<file path="src/rtl/player_mover.sv">
// Per-tick head movement for one TRON player: checks the next cell against the arena walls
// and the trail memory, then either commits the step or declares a crash.
module player_mover #(
  parameter int unsigned GRID_W   = 160,
  parameter int unsigned GRID_H   = 120,
  parameter int unsigned X_W      = 8,
  parameter int unsigned Y_W      = 7,
  parameter int unsigned TICK_DIV = 2500000,
  parameter int unsigned START_X  = 40,
  parameter int unsigned START_Y  = 60
) (
  input  logic           CLOCK_50,
  input  logic           resetn,
  input  logic           start,
  input  logic [1:0]     direction_in,
  output logic           occ_query_valid,
  output logic [X_W-1:0] occ_query_x,
  output logic [Y_W-1:0] occ_query_y,
  input  logic           occ_valid,
  input  logic           occ_hit,
  output logic [X_W-1:0] pos_x,
  output logic [Y_W-1:0] pos_y,
  output logic           trail_we,
  output logic           step,
  output logic           crashed,
  output logic           running
);

  localparam int unsigned     CntW     = (TICK_DIV > 1) ? $clog2(TICK_DIV) : 1;
  localparam logic [CntW-1:0] TickLast = CntW'(TICK_DIV - 1);
  localparam logic [X_W-1:0]  XMax     = X_W'(GRID_W - 1);
  localparam logic [Y_W-1:0]  YMax     = Y_W'(GRID_H - 1);
  localparam logic [X_W-1:0]  SpawnX   = X_W'(START_X);
  localparam logic [Y_W-1:0]  SpawnY   = Y_W'(START_Y);

  typedef enum logic [2:0] {
    StIdle,
    StWaitTick,
    StQuery,
    StMove,
    StCrashed
  } state_e;

  state_e          state_q;
  logic [CntW-1:0] tick_q;
  logic [1:0]      dir_q;
  logic [X_W-1:0]  pos_x_q, qry_x_q;
  logic [Y_W-1:0]  pos_y_q, qry_y_q;
  logic            qry_valid_q, spawn_we_q, crashed_q, running_q;

  logic            tick_done, wall;
  logic [1:0]      dir_sel;
  logic [X_W-1:0]  nx;
  logic [Y_W-1:0]  ny;

  // Walls are tested on the current cell before any arithmetic, so coordinates never wrap.
  always_comb begin
    tick_done = (state_q == StWaitTick) && (tick_q == TickLast);
    dir_sel   = tick_done ? direction_in : dir_q;
    nx        = pos_x_q;
    ny        = pos_y_q;
    wall      = 1'b0;
    unique case (dir_sel)
      2'b00: begin wall = (pos_y_q == '0);   ny = pos_y_q - Y_W'(1); end
      2'b01: begin wall = (pos_x_q == XMax); nx = pos_x_q + X_W'(1); end
      2'b10: begin wall = (pos_y_q == YMax); ny = pos_y_q + Y_W'(1); end
      2'b11: begin wall = (pos_x_q == '0);   nx = pos_x_q - X_W'(1); end
    endcase
  end

  always_ff @(posedge CLOCK_50 or negedge resetn) begin
    if (!resetn) begin
      state_q     <= StIdle;
      tick_q      <= '0;
      dir_q       <= 2'b01;
      pos_x_q     <= SpawnX;
      pos_y_q     <= SpawnY;
      qry_x_q     <= '0;
      qry_y_q     <= '0;
      qry_valid_q <= 1'b0;
      spawn_we_q  <= 1'b0;
      crashed_q   <= 1'b0;
      running_q   <= 1'b0;
    end else begin
      spawn_we_q <= 1'b0;
      case (state_q)
        StIdle, StCrashed: begin
          if (start) begin
            state_q    <= StWaitTick;
            tick_q     <= '0;
            pos_x_q    <= SpawnX;
            pos_y_q    <= SpawnY;
            spawn_we_q <= 1'b1;
            crashed_q  <= 1'b0;
            running_q  <= 1'b1;
          end
        end
        StWaitTick: begin
          if (tick_done) begin
            dir_q  <= direction_in;
            tick_q <= '0;
            if (wall) begin
              state_q   <= StCrashed;
              crashed_q <= 1'b1;
              running_q <= 1'b0;
            end else begin
              state_q     <= StQuery;
              qry_x_q     <= nx;
              qry_y_q     <= ny;
              qry_valid_q <= 1'b1;
            end
          end else begin
            tick_q <= tick_q + CntW'(1);
          end
        end
        StQuery: begin
          if (occ_valid) begin
            qry_valid_q <= 1'b0;
            if (occ_hit) begin
              state_q   <= StCrashed;
              crashed_q <= 1'b1;
              running_q <= 1'b0;
            end else begin
              // Head moves on entry to MOVE so the trail write addresses the new cell.
              state_q <= StMove;
              pos_x_q <= qry_x_q;
              pos_y_q <= qry_y_q;
            end
          end
        end
        StMove: begin
          state_q <= StWaitTick;
          tick_q  <= '0;
        end
        default: state_q <= StIdle;
      endcase
    end
  end

  assign occ_query_valid = qry_valid_q;
  assign occ_query_x     = qry_x_q;
  assign occ_query_y     = qry_y_q;
  assign pos_x           = pos_x_q;
  assign pos_y           = pos_y_q;
  assign step            = (state_q == StMove);
  assign trail_we        = spawn_we_q | (state_q == StMove);
  assign crashed         = crashed_q;
  assign running         = running_q;

endmodule

</file>
<file path="config.mk">
export PLATFORM = sky130hd
export DESIGN_NAME = player_mover
export DESIGN_NICKNAME = d
export VERILOG_FILES = /design/src/rtl/player_mover.sv
export SDC_FILE = /design/constraint.sdc
export NUM_CORES = 1
export LEC_CHECK = 0
export CAP_MARGIN = 20
export CORE_UTILIZATION = 40
export DETAILED_ROUTE_END_ITERATION = 16
export GPL_TIMING_DRIVEN = 0
export PLACE_DENSITY = 0.57
export SLEW_MARGIN = 20
export SYNTH_ARGS = -nofsm -noshare
export SYNTH_HDL_FRONTEND = slang
export SYNTH_SLANG_ARGS = --single-unit
export TNS_END_PERCENT = 10
</file>
<file path="constraint.sdc">
create_clock -name CLOCK_50 -period 7.65 [get_ports CLOCK_50]
set_input_delay 1.53 -clock CLOCK_50 [delete_from_list [all_inputs] [get_ports CLOCK_50]]
set_output_delay 1.53 -clock CLOCK_50 [all_outputs]
set_load 0.01 [all_outputs]
</file>
* Word level (Yosys, flattened, before mapping)
Cells that the tools add are included.
** Word-level totals
- Register bits :: 61
- Logic and storage cells :: 90
- Output and inout bits :: 35
** Cells by class
- Mux-type cells :: 39
- Equality and inequality tests :: 17
- Add/sub/neg operators :: 5
- Bitwise logic cells :: 2
- Reductions and logical operators :: 16
** Operator list (count)
- case mux 22 bit (3 select lines) :: 1
- two-way mux 22 bit :: 2
- case mux 8 bit (2 select lines) :: 2
- case mux 7 bit (2 select lines) :: 2
- two-way mux 8 bit :: 3
- adder 22 x 1 -> 22 bit, second input constant :: 1
- == test 22 bit, second input constant :: 1
- two-way mux 7 bit :: 3
- two-way mux 1 bit :: 15
- two-way mux 3 bit :: 5
- inequality test 2 bit, second input constant :: 7
- case mux 3 bit (4 select lines) :: 1
- adder 8 x 1 -> 8 bit, second input constant :: 1
- == test 8 bit, second input constant :: 1
- zero test 8 bit :: 1
- AND reduction 4 bit :: 2
- subtractor 8 x 1 -> 8 bit, second input constant :: 1
- adder 7 x 1 -> 7 bit, second input constant :: 1
- == test 7 bit, second input constant :: 1
- zero test 7 bit :: 1
- subtractor 7 x 1 -> 7 bit, second input constant :: 1
- == test 3 x 2 -> 1 bit, second input constant :: 2
- case mux 1 bit (3 select lines) :: 2
- AND reduction 3 bit :: 2
- other kinds (17) :: 20

* Depth between registers and ports, before layout
Gate-level depths: netlist (run 1).
- Depth after elaboration :: 8
- Gate-level depth with buffers :: 16
- Gate-level depth less buffers :: 16

* Worst setup path before layout (run 1)
OpenSTA, ideal clock, no wires.
- Path type :: input port to flip-flop
- From :: input port direction_in[1]
- To :: register qry_y_q[6], in the netlist occ_query_y[6]
- Setup time :: 0.125 ns
- Stages :: 12
- Setup slack :: 3.910 ns
- Buffers on the path :: 0
- Data arrival time :: 3.615 ns
- Required time :: 7.525 ns
- Cell sequence :: mux2i_1 -> inv_1 -> nand2_1 -> ha_1 -> a21oi_1 -> o21ai_0 -> a21o_1 -> a21oi_1 -> xnor2_1 -> nand2_1 -> xnor2_1 -> mux2_4
** On the way
- Longest elaborated chain between the ends :: 5
** Ends and longest elaborated chain
- from (decl) :: RTL line 15 : input logic [1:0] direction_in,
- two-way mux 2 bit *
- == test 2 bit (tied with other cells) :: RTL line 63 : unique case (dir_sel)
- case mux 1 bit (4 select lines) :: RTL line 63
- NOT 1 bit (no line)
- AND reduction 3 bit (no line)
- to (signal assigned) :: RTL line 109 : qry_y_q <= ny;
- to (decl) :: RTL line 48 : logic [Y_W-1:0] pos_y_q, qry_y_q;
Every way passes the cells marked *; elsewhere a longest branch is shown, timed or not.
A chain may end at the register's enable or synchronous reset.

* Worst setup path in the final report (run 1)
Ends and elaborated chain as after synthesis.

==> out/metrics.yaml, run 1 <==
outcome: "complete, no violations"
cts.sinks: 61
design.core.area_um2: 8380
grt_overflow: 0
drtPass1Iterations: 4
synth_top_family_by_area: "simple AND/OR/NAND/NOR gates"
drtAntennaViolNets: 0
cts_hold_buf: 0
placed_cell_area_um2: 4080
max_freq_mhz: 231
clkSlewWorstSetupHoldPaths_ps: 70
synthMuxAreaShare: 0.0747
worst_skew_pair.late_latency_ps: 340
cts_resized: 0
cts_buffers: 9
drc_errors: 0
io_pins: 42
powerDensity_nw_per_um2: 284
synthSimpleGateAreaFrac: 0.237
yosys.cell_types.count: 57
leakage_nw: 1.86
synth-compound-area-share: 0.113
final_cell_mix: "nand2_1 (58), dfrtp_1 (54), clkdlybuf4s50_1 (40), nor2_1 (38), o21ai_0 (36)"
fin_area_um2: 4320
synth_edf_count: 0
cts_root_buffer: "clkbuf_8"
avgViaCountPerCell: 5.29
postLayoutCoreUtil: 0.516
portBuffers: 41
fin_crit_sh: 0.567
vias: 2861
cp_slowest_cell: "mux2i_1"
crit_path_cell_trace: "clkdlybuf4s50_1 -> mux2i_1 -> inv_1 -> nand2_1 -> ha_1 -> a21oi_1 -> o21ai_0 -> a21o_1 -> a21oi_1 -> xnor2_1 -> nand2_1 -> xnor2_1 -> mux2_4"
first_global_vias: 2723
gp_congestion: 0.824
die_area_um2: 9170
hp-class: "register to register"
async_reset_ff_frac: 1.00
power_mw: 1.23
rsz0062_at_grt: "false"
die_w_um: 95.8
path_max_fanout: 6
critPathMaxStageDelay_ps: 540
drtIter0Drc: 129
grt_pass1_wl_um: 13800
drt_wl_total_um: 8240
synth_area_per_cell_um2: 9.30
drive_above_1_share: 0.133
critPathCaptureType: "register"
grt_max_degree: 43
grtUsageTotal: 0.199
rows: 33
nets: 446
fp.dieH_um: 95.8
dp_hpwl_um: 5670
synth-xor-area-share: 0.0697
crit_required_ps: 7870
path_delay_family: "multiplexers"
syn_area_um2: 3520
antenna_found_initial: 0
synthAdderAreaFrac: 0.0306
synth_fp_nets: 393
path_class: "input pin to register"
start_kind: "input pin"
hold_viol: 0
ys_warn_count: 0
relSlewSlack: 0.537
ff2ff_setup_slack_ps: 3460
cts_buffer_depth: 2
slew_violations: 0
area_delta_synth_final_pct: 22.9
max_cap_violations: 0
arrival_ps: 4560
netlist_instances: 378
period_needed_ps: 4330
tightest_slew_ps: 694
yosysSeqAreaShare: 0.436
post_cts_buffers: 0
antenna_cells: 0
htreeDepth: 3
wl_per_cell_um: 15.2
ys.flop_type: "dfrtp_1"
cts_tree: "done"
synth.ff_latch_count: 61
fin_skew_ps: 9.15
setup_viol: 0
max-vdd-ir-drop_v: 0.000129
crit_buf_inv: 2
finalSetupTns_ps: 0
layout_commonest_cell: "nand2_1"
start_util: 0.420
-- layer usage --
metal / share of wire / track usage
met5: 0 / 0
met1: 0.50 / 0.291
met2: 0.44 / 0.292
met4: 0.016 / 0.0808
met3: 0.039 / 0.0332
-- state kept, by name (all words and copies together) (netlist names) --
| register | count |
|---|---|
| running | 1 |
| pos_y | 7 |
| state_q | 3 |
| occ_query_x | 8 |
| crashed | 1 |
| dir_q | 2 |
| pos_x | 8 |
| spawn_we_q | 1 |
| occ_query_y | 7 |
| occ_query_valid | 1 |
| tick_q | 22 |
-- cells in the mapped netlist (all sizes together), types with 2 or more instances --
library cell | number | area (um2)
nand3 | 18 | 90.1
a31oi | 3 | 18.8
nor2 | 38 | 143
nand4 | 4 | 31.3
nor4 | 2 | 12.5
o21ai | 36 | 180
a21oi | 9 | 45.0
dfstp | 7 | 184
mux2i | 4 | 52.6
dfrtp | 54 | 1350
and2 | 4 | 25.0
o21bai | 2 | 15.0
a21o | 3 | 22.5
clkbuf | 12 | 45.0
ha | 7 | 87.6
buf | 4 | 43.8
nor4b | 3 | 32.5
xnor2 | 15 | 131
mux2 | 16 | 210
and3 | 8 | 50.1
or3 | 6 | 42.5
xor2 | 13 | 114
nor3b | 2 | 15.0
nor2b | 2 | 12.5
nor3 | 8 | 56.3
a22o | 2 | 17.5
nand2 | 59 | 224
or4 | 4 | 30.0
inv | 12 | 47.6
nand2b | 3 | 18.8
or2 | 3 | 18.8
o31ai | 4 | 30.0
-- through the flow --
stage	worst slack, ps	instances	hold slack [ps]
CTS	3330	541	501
floorplan	3910	378	459
finish	3320	541	495
global route	3110	541	511
global placement	2940	524	464
detailed placement	2970	525	478
-- path summary, 6_finish.rpt --
kind,from,end,cells after the start
worst max-delay path,direction_in[1],occ_query_y[6],13
worst min-delay path,running,running,1
worst max register to register,tick_q[12],occ_query_y[6],15
worst min register to register,running,running,1
max in group asynchronous,resetn,pos_y[4],2
min in group asynchronous,resetn,pos_x[4],1
-- report_power, final --
group | switching (mW) | total [mW] | internal (mW) | leakage (nW)
clock | 0.130 | 0.356 | 0.225 | 0.121
combinational | 0.215 | 0.409 | 0.194 | 0.989
sequential | 0.0706 | 0.464 | 0.393 | 0.754
total | 0.416 | 1.23 | 0.812 | 1.86
-- layout make-up --
| cell class | instances | area (um2) |
|---|---|---|
| flip-flops and latches | 61 | 1540 |
| repair buffers | 42 | 435 |
| multi-input cells | 289 | 1850 |
| well taps | 105 | 131 |
| clock buffers | 12 | 145 |
| plain buffers | 16 | 88.8 |
| clock inverters | 4 | 95.1 |
| fillers | 770 | 4060 |
| inverters | 12 | 47.5 |
-- logic make-up (layout without fill, tap and decap cells) --
kind of cell,count (synthesis),in the layout
and+or+nand+nor,167,167
DFF,61,61
buffers and inverters,28,86
adders and majority gates,8,8
xor gates and xnor gates,28,28
AOI/OAI and AO/OA,66,66
muxes,20,20
No activity file was read; power rests on OpenSTA's default activity.
==> run 2, diff against run 1 <==
==> constraint.sdc (replaced) <==
create_clock -name CLOCK_50 -period 4.2 [get_ports CLOCK_50]
set_input_delay 0.84 -clock CLOCK_50 [delete_from_list [all_inputs] [get_ports CLOCK_50]]
set_output_delay 0.84 -clock CLOCK_50 [all_outputs]
set_load 0.01 [all_outputs]
==> out/metrics.yaml, run 2 (synthesis gave the netlist of run 1 again) <==
drtPass1Iterations: 4
rsz0062_at_grt: "false"
start_util: 0.420
htreeDepth: 3
dp_cells: 525
p_sw_frac: 0.339
cts_root_buffer: "clkbuf_8"
dp_hpwl_um: 5670
layout.cells.non_filler: 545
max-vdd-ir-drop_v: 0.000235
finalSetupTns_ps: 0
antenna_cells: 0
first_global_vias: 2723
p_int_mw: 1.48
cts_tree: "done"
cts_buffer_depth: 2
fp.dieH_um: 95.8
clkSlewWorstSetupHoldPaths_ps: 70
antenna_found_initial: 0
tightest_slew_ps: 695
gp_congestion: 0.824
grt_max_degree: 43
design.core.area_um2: 8380
switchingPower_mw: 0.759
path_max_fanout: 6
drt_wl_total_um: 8280
critPathCaptureType: "register"
rows: 33
die_area_um2: 9170
area_delta_synth_final_pct: 24.7
crit_required_ps: 4430
outcome: "complete, no violations"
hold_viol: 0
cts.sinks: 61
cts_hold_buf: 0
seqPwrFrac: 0.377
drc_errors: 0
max_cap_violations: 0
slew_violations: 0
drtAntennaViolNets: 0
nets: 450
die_w_um: 95.8
path_class: "register to register"
r2r_cells: 16
fin_skew_ps: 8.00
hp-class: "input pin to asynchronous set/reset pin"
vias: 2868
max_freq_mhz: 260
start_kind: "register"
leakage_nw: 1.89
final_cell_mix: "nand2_1 (58), dfrtp_1 (54), clkdlybuf4s50_1 (40), nor2_1 (38), o21ai_0 (36)"
wl_per_cell_um: 15.2
period_needed_ps: 3840
cts_buffers: 9
arrival_ps: 4060
drive_above_1_share: 0.145
grtUsageTotal: 0.199
portBuffers: 41
powerDensity_nw_per_um2: 510
fin_crit_sh: 0.914
worst_skew_pair.late_latency_ps: 340
pwr-share-clk: 0.290
grt_pass1_wl_um: 13800
relSlewSlack: 0.536
grt_overflow: 0
regMostFlops: "tick_q"
drtIter0Drc: 156
layout_commonest_cell: "nand2_1"
avgViaCountPerCell: 5.26
pwr-share-comb: 0.333
io_pins: 42
largest_reg_flops: 22
setup_viol: 0
[run 2: cell count changes in the layout (fill, tap and decap cells not counted)]
cell / before / now
mux2i_4: 1 / 2
mux2i_1: 3 / 2
nor4b_2: 1 / 2
buf_4: 2 / 5
buf_12: 1 / 2
nor4b_1: 2 / 1
[run 2: worst paths after layout]
path                       startpoint             end  slack [ps]
max in group asynchronous      resetn        pos_y[4]        3250
hold / removal                 resetn         crashed         390
min in group CLOCK_50         running         running         500
hold reg to reg               running         running         500
setup reg to reg           tick_q[16]  occ_query_y[6]         360
setup / recovery           tick_q[16]  occ_query_y[6]         360
[run 2: cell type report]
type	count	area, um2
fillers	764	4000
inverters	12	47.5
clock buffers	12	145
flip-flops and latches	61	1540
multi-input cells	289	1860
clock inverters	4	95.1
plain buffers	16	88.8
well taps	105	131
repair buffers	46	478
[run 2: worst max-delay path, stage by stage (launching register included)]
cell	delay [ps]
dfrtp_1	440
nor4b_2	370
nand4_2	280
nor3_4	280
buf_12	150
mux2i_4	320
inv_1	90
nand2_1	210
ha_1	310
a21oi_1	150
o21ai_0	140
a21o_1	210
a21oi_1	180
xnor2_1	140
nand2_1	80
xnor2_1	120
mux2_4	260
[run 2: what timing repair did]
item,CTS,global route
setup buffers,0,4
gates resized for setup,0,3
setup endpoints to repair,0,2
[run 2: metrics by stage]
step	total power [mW]	hold slack, ps	utilization	setup slack (ps)	instance area (um2)
final	2.24	385	0.523	361	4390
after global routing	2.41	388	0.523	83.7	4390
after CTS	2.26	385	0.516	7.86	4320
after detailed placement	1.60	478	0.487	23.2	4080
after global placement	1.59	464	0.484	67.9	4060
after floorplan	1.31	459	-	617	3520
[run 2: per-layer routing]
layer | wire (um) | global-route usage | share of wire
met1 | 4190 | 0.291 | 0.51
met2 | 3650 | 0.292 | 0.44
met3 | 305 | 0.0332 | 0.037
met4 | 128 | 0.0808 | 0.015
met5 | 0 | 0 | 0
[run 2: power by group through the flow]
stage | sequential (mW) | clock (mW) | combinational [mW]
floorplan | 0.854 | 0 | 0.459
global placement | 0.855 | 0 | 0.733
detailed placement | 0.853 | 0 | 0.746
CTS | 0.844 | 0.664 | 0.750
global route | 0.869 | 0.697 | 0.847
finish | 0.845 | 0.649 | 0.745
